`src/rtl/mod_counter_pkg.sv`:
```
// counter_pkg: shared types and helpers for the modulo counter family.
//   cnt_mode_e   : CNT_WRAP (0) wraps around at the range ends,
//                  CNT_SAT  (1) holds at the range ends.
//   CNT_MAX_WIDTH: widest count supported by the shared clamp helper.
//   clamp_u      : unsigned min(value, bound), shared with timing blocks.
package counter_pkg;

  typedef enum logic {
    CNT_WRAP = 1'b0,
    CNT_SAT  = 1'b1
  } cnt_mode_e;

  localparam int unsigned CNT_MAX_WIDTH = 32;

  // Callers zero-extend their operands to CNT_MAX_WIDTH and truncate the result.
  function automatic logic [CNT_MAX_WIDTH-1:0] clamp_u(
    input logic [CNT_MAX_WIDTH-1:0] value,
    input logic [CNT_MAX_WIDTH-1:0] bound
  );
    return (value > bound) ? bound : value;
  endfunction

endpackage

```
`src/rtl/mod_counter_prescaler.sv`:
```
// counter_prescaler: divide-by-PRESCALE step qualifier for mod_counter.
//   clk      in  clock, rising edge
//   aresetn  in  asynchronous active-low reset (phase -> 0)
//   enable   in  advance the phase this cycle
//   restart  in  synchronous return of the phase to 0 (wins over enable)
//   tick     out combinational; high on the enabled cycle where phase==PRESCALE-1
module counter_prescaler #(
  parameter int unsigned PRESCALE = 4
) (
  input  logic clk,
  input  logic aresetn,
  input  logic enable,
  input  logic restart,
  output logic tick
);

  localparam int unsigned PW = (PRESCALE > 1) ? $clog2(PRESCALE) : 1;
  localparam logic [PW-1:0] LAST = PW'(PRESCALE - 1);

  logic [PW-1:0] phase;

  assign tick = enable && (phase == LAST);

  always_ff @(posedge clk or negedge aresetn) begin
    if (!aresetn) begin
      phase <= '0;
    end else if (restart) begin
      phase <= '0;
    end else if (enable) begin
      phase <= tick ? '0 : phase + PW'(1);
    end
  end

endmodule

```
`src/rtl/mod_counter.sv`:
```
// mod_counter: parametrised up/down modulo counter with runtime limit.
//   Parameters: WIDTH (1..32), RESET_VALUE (<= 2**WIDTH-1),
//               PRESCALE (>=1, only used when MOD_COUNTER_PRESCALE_EN is defined).
//   clk        in  clock, rising edge
//   aresetn    in  asynchronous active-low reset: count=RESET_VALUE, wrapped=0
//   enable     in  count one step this cycle
//   clear      in  synchronous clear to 0 (highest priority)
//   load       in  synchronous load of min(load_value, limit)
//   load_value in  value for load
//   up         in  1 = count up, 0 = count down
//   mode       in  CNT_WRAP / CNT_SAT behaviour at the range ends
//   limit      in  inclusive upper bound, range is 0..limit
//   count      out registered count
//   tc         out combinational terminal count
//   wrapped    out registered pulse, high while count shows a wrapped value
// Build option: define MOD_COUNTER_PRESCALE_EN to gate steps through a
// divide-by-PRESCALE prescaler; otherwise every enabled cycle steps.
module mod_counter
  import counter_pkg::*;
#(
  parameter int unsigned WIDTH       = 8,
  parameter int unsigned RESET_VALUE = 0,
  parameter int unsigned PRESCALE    = 4
) (
  input  logic             clk,
  input  logic             aresetn,
  input  logic             enable,
  input  logic             clear,
  input  logic             load,
  input  logic [WIDTH-1:0] load_value,
  input  logic             up,
  input  cnt_mode_e        mode,
  input  logic [WIDTH-1:0] limit,
  output logic [WIDTH-1:0] count,
  output logic             tc,
  output logic             wrapped
);

  if (WIDTH < 1 || WIDTH > CNT_MAX_WIDTH || PRESCALE < 1) begin : g_bad_params
    $error("mod_counter: WIDTH must be 1..32 and PRESCALE >= 1");
  end

  localparam logic [WIDTH-1:0] RESET_COUNT = WIDTH'(RESET_VALUE);

  logic             step_ok;
  logic             step;
  logic             at_top;
  logic             at_zero;
  logic [WIDTH-1:0] count_next;
  logic             wrapped_next;

`ifdef MOD_COUNTER_PRESCALE_EN
  counter_prescaler #(
    .PRESCALE(PRESCALE)
  ) u_prescaler (
    .clk    (clk),
    .aresetn(aresetn),
    .enable (enable),
    .restart(clear || load),
    .tick   (step_ok)
  );
`else
  assign step_ok = 1'b1;
`endif

  assign step = enable && step_ok;

  always_comb begin
    count_next   = count;
    wrapped_next = 1'b0;
    at_top       = (count >= limit);
    at_zero      = (count == '0);
    tc           = (up && at_top) || (!up && at_zero);

    if (clear) begin
      count_next = '0;
    end else if (load) begin
      count_next = WIDTH'(clamp_u(CNT_MAX_WIDTH'(load_value), CNT_MAX_WIDTH'(limit)));
    end else if (step) begin
      if (up) begin
        if (!at_top) begin
          count_next = count + WIDTH'(1);
        end else if (mode == CNT_WRAP) begin
          count_next   = '0;
          wrapped_next = 1'b1;
        end else begin
          // Saturation also pulls the count down if limit was lowered below it.
          count_next = limit;
        end
      end else begin
        if (!at_zero) begin
          count_next = (count > limit) ? limit : count - WIDTH'(1);
        end else if (mode == CNT_WRAP) begin
          count_next   = limit;
          wrapped_next = 1'b1;
        end
      end
    end
  end

  always_ff @(posedge clk or negedge aresetn) begin
    if (!aresetn) begin
      count   <= RESET_COUNT;
      wrapped <= 1'b0;
    end else begin
      count   <= count_next;
      wrapped <= wrapped_next;
    end
  end

endmodule

```
`config.mk`:
```
export PLATFORM = sky130hd
export DESIGN_NAME = mod_counter
export DESIGN_NICKNAME = d
export VERILOG_FILES = /design/src/rtl/mod_counter_pkg.sv /design/src/rtl/mod_counter_prescaler.sv /design/src/rtl/mod_counter.sv
export SDC_FILE = /design/constraint.sdc
export NUM_CORES = 1
export LEC_CHECK = 0
export BUFFER_PORTS_ARGS = -buffer_cell sky130_fd_sc_hd__buf_2
export CORE_MARGIN = 2
export CORE_UTILIZATION = 40
export CTS_BUF_LIST = sky130_fd_sc_hd__clkbuf_2
export DETAILED_ROUTE_END_ITERATION = 8
export PLACE_DENSITY = 0.6
export SYNTH_ARGS = -nofsm -noshare
export SYNTH_HDL_FRONTEND = slang
export SYNTH_HIERARCHICAL = 1
export SYNTH_SLANG_ARGS = --single-unit
export TNS_END_PERCENT = 10
```
`constraint.sdc`:
```
create_clock -name clk -period 2.3 [get_ports clk]
set_input_delay 0.46 -clock clk [delete_from_list [all_inputs] [get_ports clk]]
set_output_delay 0.46 -clock clk [all_outputs]
set_load 0.01 [all_outputs]
```
==> metrics.yaml, run 1 <==
floorplanning:
  dieArea_um2: 4440
  row_count: 22
  io_pins: 33
  die_h_um: 66.6
  die_w_um: 66.6
  core_area_um2: 3720
  initial_utilization_pct: 42.2
placement:
  port-buffer-count: 32
  pre_cts_ws_ps: -277
  gp_congestion: 0.914
  dpl-instance-area_um2: 1980
  hpwl_um: 3890
clocking:
  cts_buffers: 3
  htreeDepth: 1
  cts_tree: "yes"
  clkLatencyLatePin_ps: 270
  clk_pin_slew_worst_paths_ps: 120
  holdBufCountCts: 0
  cts_buffer_depth: 2
  cts_root_buffer: "clkbuf_2"
  cts.sinks: 9
timing:
  worstMarginPinSlew_ps: 342
  fin_crit_sh_pct: 103
  relSlewSlack_pct: 77.1
  hold_viol: 0
  holdWs_ps: 22.2
  skew_ps: 5.79
  period_needed_ps: 2370
  fin_ws_ps: -69.4
  finalSetupViolCount: 1
  max_freq_ghz: 0.422
  rsz0062_at_grt: "true"
  setup_tns_ps: -69.4
  finalMaxSlewViolations: 0
critical_path:
  r2r_setup_slack_ps: 10
  worst_r2r_path_depth: 11
  r2r-start: "count[1]$_DFFE_PN0P_"
  cp-start-kind: "flop"
  reg2reg_to: "count[4]$_DFFE_PN0P_"
  cp-startpoint: "count[3]$_DFFE_PN0P_"
  cp-end-kind: "output pin"
  required_ps: 1840
  worst_ep_arrival_time_ps: 1910
  cp_max_fo: 3
  crit_path_end: "tc"
  crit_type: "reg2out"
logic_synthesis:
  yosysUniqueCellTypes: 51
  synth_nets: 239
  ys_seq_area_share_pct: 14.4
  avgSynthCellArea_um2: 7.96
  netlist_area_um2: 1570
  synth_ff_type: "dfrtp_1"
  synth.largest_area_cell: "ha_1"
  synth_top_cell_area_share_pct: 15.2
  yosys_register_bits: 9
  synth-edff-count: 0
  yosysWarnings: 6
  netlist_instances: 197
  synth_area_leaders: "ha_1 (15%), dfrtp_1 (14%), mux2i_1 (5.7%)"
  synthArstFlopShare_pct: 100
status:
  status: "finished, violations left"
  violations: "negative setup slack"
grt:
  grt-ovfl-total: 0
  grt_usage_pct: 23.8
  grt_pass1_wl_um: 8000
  antenna_found_initial: 0
  grt_pass1_vias: 1654
  grt_max_degree: 20
power_and_ir_drop:
  peakVddDrop_uv: 366
  power_density_nw_per_um2: 457
  power_leakage_nw: 1.05
final_layout:
  finish.utilization_pct: 57.6
  fin_nets: 302
  synthToLayoutAreaGrowth_pct: 36.4
  fillers: 345
  antenna_cells: 0
  design_area_um2: 2140
  final_layout_size_suffix_gt1_share_pct: 40.9
hold_path:
  worstHoldPathType: "in2async"
detailed_routing:
  drt_iter0_drc: 81
  via_count: 1751
  firstDrtPassIters: 4
  drc: 0
  avgRoutedWirePerCell_um: 16.1
  routed_wl_um: 4930
  vias_per_cell: 5.70
  antenna_left: 0
flow_run:
  maxCapViolCount: 0
## sequential cells by signal, indices dropped and copies added, names as in the netlist
| register | cells |
|---|---|
| count | 8 |
| wrapped | 1 |
## Yosys cell counts, types with 3 or more instances
cell       n
o31ai_1    3
nor4_1     3
a221oi_1   3
xor2_1     5
o21ai_0    3
a211o_1    3
ha_1      19
dfrtp_1    9
a21oi_1   12
a31oi_1    5
buf_6      4
mux2i_1    9
xnor2_1    5
inv_1     14
nor3_1     9
and3_1     5
nor2_1    15
buf_2      3
nor3b_1    3
nand2_1   13
a211oi_1   3
nand3_1    7
clkbuf_1   4
nand4_1    4
## worst min path at each step
stage,startpoint,endpoint,cells past startpoint
2_1_floorplan,aresetn,count[0]$_DFFE_PN0P_,0
3_3_place_gp,aresetn,count[6]$_DFFE_PN0P_,1
3_5_place_dp,aresetn,count[5]$_DFFE_PN0P_,1
4_1_cts,aresetn,count[7]$_DFFE_PN0P_,1
5_1_grt,aresetn,count[7]$_DFFE_PN0P_,1
6_report,aresetn,count[7]$_DFFE_PN0P_,1
## power breakdown
group | total (mW) | switching (mW) | internal [mW]
Clock | 0.118 | 0.0719 | 0.0461
Sequential | 0.190 | 0.0139 | 0.176
Combinational | 0.671 | 0.356 | 0.315
Total | 0.979 | 0.441 | 0.537
## logic make-up after synthesis
logic type      after synthesis  share of synthesized area [%]
buf+inv                      28                           9.81
mux                          11                           7.18
flops                         9                           14.4
xor+xnor                     10                           5.58
compound gates               49                           23.4
simple gates                 71                           24.5
fa+ha+maj                    19                           15.2
## cell usage in the layout, fill, tap and decap left out, types with 2 or more instances in the layout
cell | Yosys | routed
buf_2 | 3 | 32
mux2_1 | 2 | 2
a311o_1 | 2 | 2
nand4_1 | 4 | 4
a211o_1 | 3 | 3
a221oi_1 | 3 | 2
o21ai_2 | 0 | 2
clkbuf_2 | 0 | 4
ha_1 | 19 | 15
a31oi_1 | 5 | 3
a21oi_2 | 0 | 2
mux2i_1 | 9 | 9
xnor2_1 | 5 | 5
ha_4 | 0 | 4
a211oi_1 | 3 | 2
buf_4 | 1 | 40
or3_1 | 2 | 2
dfrtp_1 | 9 | 9
a31oi_2 | 0 | 2
and3_1 | 5 | 4
xor2_1 | 5 | 5
nor4_1 | 3 | 3
inv_1 | 14 | 13
nor3b_1 | 3 | 3
o211ai_2 | 2 | 2
o2111ai_1 | 2 | 2
o211a_1 | 2 | 2
a21oi_1 | 12 | 10
nor2_1 | 15 | 14
nor3_1 | 9 | 8
nand3_1 | 7 | 7
nand2_1 | 13 | 12
o31ai_1 | 3 | 3
## worst max-delay path: stages, from the launching register on
cell     delay, ps
dfrtp_1        430
ha_4           300
nand4_1        180
a31oi_2        280
or2_4          170
nand2_2         50
o21ai_2         80
buf_2          150
## metrics by stage
stage	instances	power (mW)
2_1_floorplan	197	0.604
3_3_place_gp	299	0.784
3_5_place_dp	299	0.787
4_1_cts	306	0.935
5_1_grt	307	1.05
6_report	307	0.979
## layer usage
layer | vias up | GRT usage, % | routed length (um)
met5 | - | 0 | 0
met4 | 0 | 1.79 | 17
met3 | 2 | 4.05 | 269
met2 | 57 | 40.3 | 2360
met1 | 824 | 32.9 | 2290
li1 | 868 | - | -
## cell type report
type	count	area (um2)	share of cell area (%)
well taps	48	60.1	2.81
inverters	14	57.6	2.69
flip-flops and latches	9	225	10.5
repair buffers	72	460	21.5
multi-input cells	160	1320	61.5
clock buffers	4	20.0	0.935
## what timing repair did
item | in CTS | in global routing
buffers inserted | 3 | 1
endpoints found under the setup margin | 4 | 9
resized for setup | 13 | 11
pin swaps | 5 | 6
No activity file was read; power rests on OpenSTA's default activity.
==> run 2: changes to the inputs <==
Settings changed: CORE_ASPECT_RATIO from default to 0.75, CORE_MARGIN 2 to default.
==> run 2 against run 1 <==
Maximum frequency is 0.29% lower. Register-to-register slack better by 60 ps. Critical endpoint unchanged. Hold slack lost 10 ps. The flow still finishes with violations (negative setup slack). Combinational power decreased by 0.9%. Flip-flop and latch count unchanged. Count of clock-buffer cells in the layout did not move. Power barely moved. Largest power group unchanged. Die area down 5.9%. Sequential power is essentially flat. Setup slack lost 6.8 ps. Critical path depth grew 1.
==> metrics.yaml, run 2 (synthesis gave the netlist of run 1 again) <==
final_layout:
  fin_nets: 298  # was 302
  final_layout_size_suffix_gt1_share_pct: 39.6  # was 40.9%
  synthToLayoutAreaGrowth_pct: 34.4  # was 36.4%
  largest_reg_flops: 8  # unchanged
  finish.utilization_pct: 56.8  # was 57.6%
  antenna_cells: 0  # unchanged
  final_common_cell: "buf_4"  # unchanged
  final_cell_mix: "buf_4 (36), buf_2 (32), nor2_1 (15), ha_1 (14)"  # was buf_4 (40), buf_2 (32), ha_1 (15), nor2_1 (14), inv_1 (13)
  largestRegisters: "count x8, wrapped x1"  # unchanged
  largest_register: "count"  # unchanged
floorplanning:
  row_count: 19  # was 22
  die_h_um: 56.2  # was 66.6 um
  dieArea_um2: 4180  # was 4440 um2
  die_w_um: 74.3  # was 66.6 um
  initial_utilization_pct: 42.3  # was 42.2%
  core_area_um2: 3710  # was 3720 um2
  io_pins: 33  # unchanged
status:
  violations: "negative setup slack"  # unchanged
  status: "finished, violations left"  # unchanged
timing:
  finalMaxSlewViolations: 0  # unchanged
  fin_crit_sh_pct: 103  # about the same
  finalSetupViolCount: 1  # unchanged
  hold_viol: 0  # unchanged
  relSlewSlack_pct: 77.7  # was 77.1%
  worstMarginPinSlew_ps: 333  # was 342 ps
  rsz0062_at_grt: "true"  # unchanged
  setup_tns_ps: -76.2  # was -69.4 ps
  fin_ws_ps: -76.2  # was -69.4 ps
  skew_ps: 16.7  # was 5.79 ps
  max_freq_ghz: 0.421  # was 0.422 GHz
  period_needed_ps: 2380  # was 2370 ps
placement:
  hpwl_um: 3870  # was 3890 um
  gp_congestion: 0.919  # was 0.914
  port-buffer-count: 32  # unchanged
  pre_cts_ws_ps: -201  # was -277 ps
detailed_routing:
  drc: 0  # unchanged
  firstDrtPassIters: 4  # unchanged
  vias_per_cell: 5.59  # was 5.70
  avgRoutedWirePerCell_um: 16.3  # was 16.1 um
  via_count: 1717  # was 1,751
  antenna_left: 0  # unchanged
  routed_wl_um: 5010  # was 4930 um
  drt_iter0_drc: 154  # was 81
critical_path:
  worst_r2r_path_depth: 9  # was 11
  crit_type: "reg2out"  # unchanged
  required_ps: 1840  # about the same
  cp-start-kind: "flop"  # unchanged
  cp_cell_sequence: "ha_4 > nor2b_1 > o211ai_2 > a31oi_2 > or2_4 > nand2_2 > o21ai_2 > buf_2"  # was ha_4 > nand4_1 > a31oi_2 > or2_4 > nand2_2 > o21ai_2 > buf_2
  slowest_delay_ps: 430  # about the same
  worst_ep_arrival_time_ps: 1920  # was 1910 ps
  cp_max_fo: 2  # was 3
  critPathSlowestCell: "dfrtp_1"  # unchanged
  cp-end-kind: "output pin"  # unchanged
grt:
  grt_max_degree: 23  # was 20
  grt_use_met1_pct: 38.0  # was 32.9%
  antenna_found_initial: 0  # unchanged
  busiest_layer: "met1"  # was met2
  grt_pass1_wl_um: 7910  # was 8000 um
  grt_pass1_vias: 1607  # was 1,654
  grt-ovfl-total: 0  # unchanged
  gr-usage-met3_pct: 4.53  # was 4.05%
  grt_usage_pct: 24.7  # was 23.8%
  gr-usage-met2_pct: 36.8  # was 40.3%
flow_run:
  maxCapViolCount: 0  # unchanged
clocking:
  cts_root_buffer: "clkbuf_2"  # unchanged
  clkLatencyLatePin_ps: 280  # was 270 ps
  cts_tree: "yes"  # unchanged
  cts.sinks: 9  # unchanged
  holdBufCountCts: 0  # unchanged
  clk_pin_slew_worst_paths_ps: 130  # was 120 ps
  htreeDepth: 1  # unchanged
  cts_buffers: 3  # unchanged
  cts_buffer_depth: 2  # unchanged
power_and_ir_drop:
  power_leakage_nw: 1.02  # was 1.05 nW
  peakVddDrop_uv: 340  # was 366 uV
  power_density_nw_per_um2: 464  # was 457 nW/um2
  total_power_mw: 0.979  # about the same
hold_path:
  worstHoldPathType: "in2async"  # unchanged
-- run 2: layout make-up --
class,instances,area (um2)
multi-input cells,160,1310
clock buffers,4,20.0
well taps,52,65.1
inverters,14,57.6
fillers,370,1600
flip-flops and latches,9,225
repair buffers,68,430
-- run 2: path summary, 6_finish.rpt --
check	slack (ps)	end	start
max in group asynchronous	2070	count[1]$_DFFE_PN0P_	aresetn
worst max register to register	70	count[7]$_DFFE_PN0P_	count[1]$_DFFE_PN0P_
min in group clk	510	wrapped$_DFF_PN0_	enable
worst min-delay path	10	count[6]$_DFFE_PN0P_	aresetn
worst max-delay path	-80	tc	count[1]$_DFFE_PN0P_
worst min register to register	710	count[0]$_DFFE_PN0P_	count[0]$_DFFE_PN0P_
-- run 2: what timing repair did --
action	4_1_cts	5_1_grt
endpoints found under the setup margin	1	9
setup buffers	1	0
gates resized for setup	4	17
pin swaps	2	7
-- run 2: metal layers --
metal / part of all wire [%] / wire length (um)
met1: 49 / 2470
met5: 0 / 0
met4: 0.84 / 42
met2: 44 / 2210
met3: 5.9 / 294
-- run 2: critical path: cells and delay by family (launching register included) --
kind                     cells  cell delay [ps]
AO/OA/AOI/OAI                3              370
adder cells (fa/ha/maj)      1              230
buffers and inverters        1              140
flip-flops                   1              430
AND/OR/NAND/NOR              3              470
-- run 2: where the power goes --
group	total [mW]	switching [mW]	internal, mW
sequential	0.192	0.0158	0.176
combinational	0.665	0.352	0.313
clock	0.122	0.0755	0.0461
-- run 2: metrics by stage --
step / hold WS [ps] / std cells / cell area, um2
floorplan: 164 / 197 / 1590
global placement: 336 / 302 / 1980
detailed placement: 337 / 302 / 1980
CTS: 16.9 / 307 / 2010
global route: 9.19 / 307 / 2110
finish: 11.8 / 307 / 2110
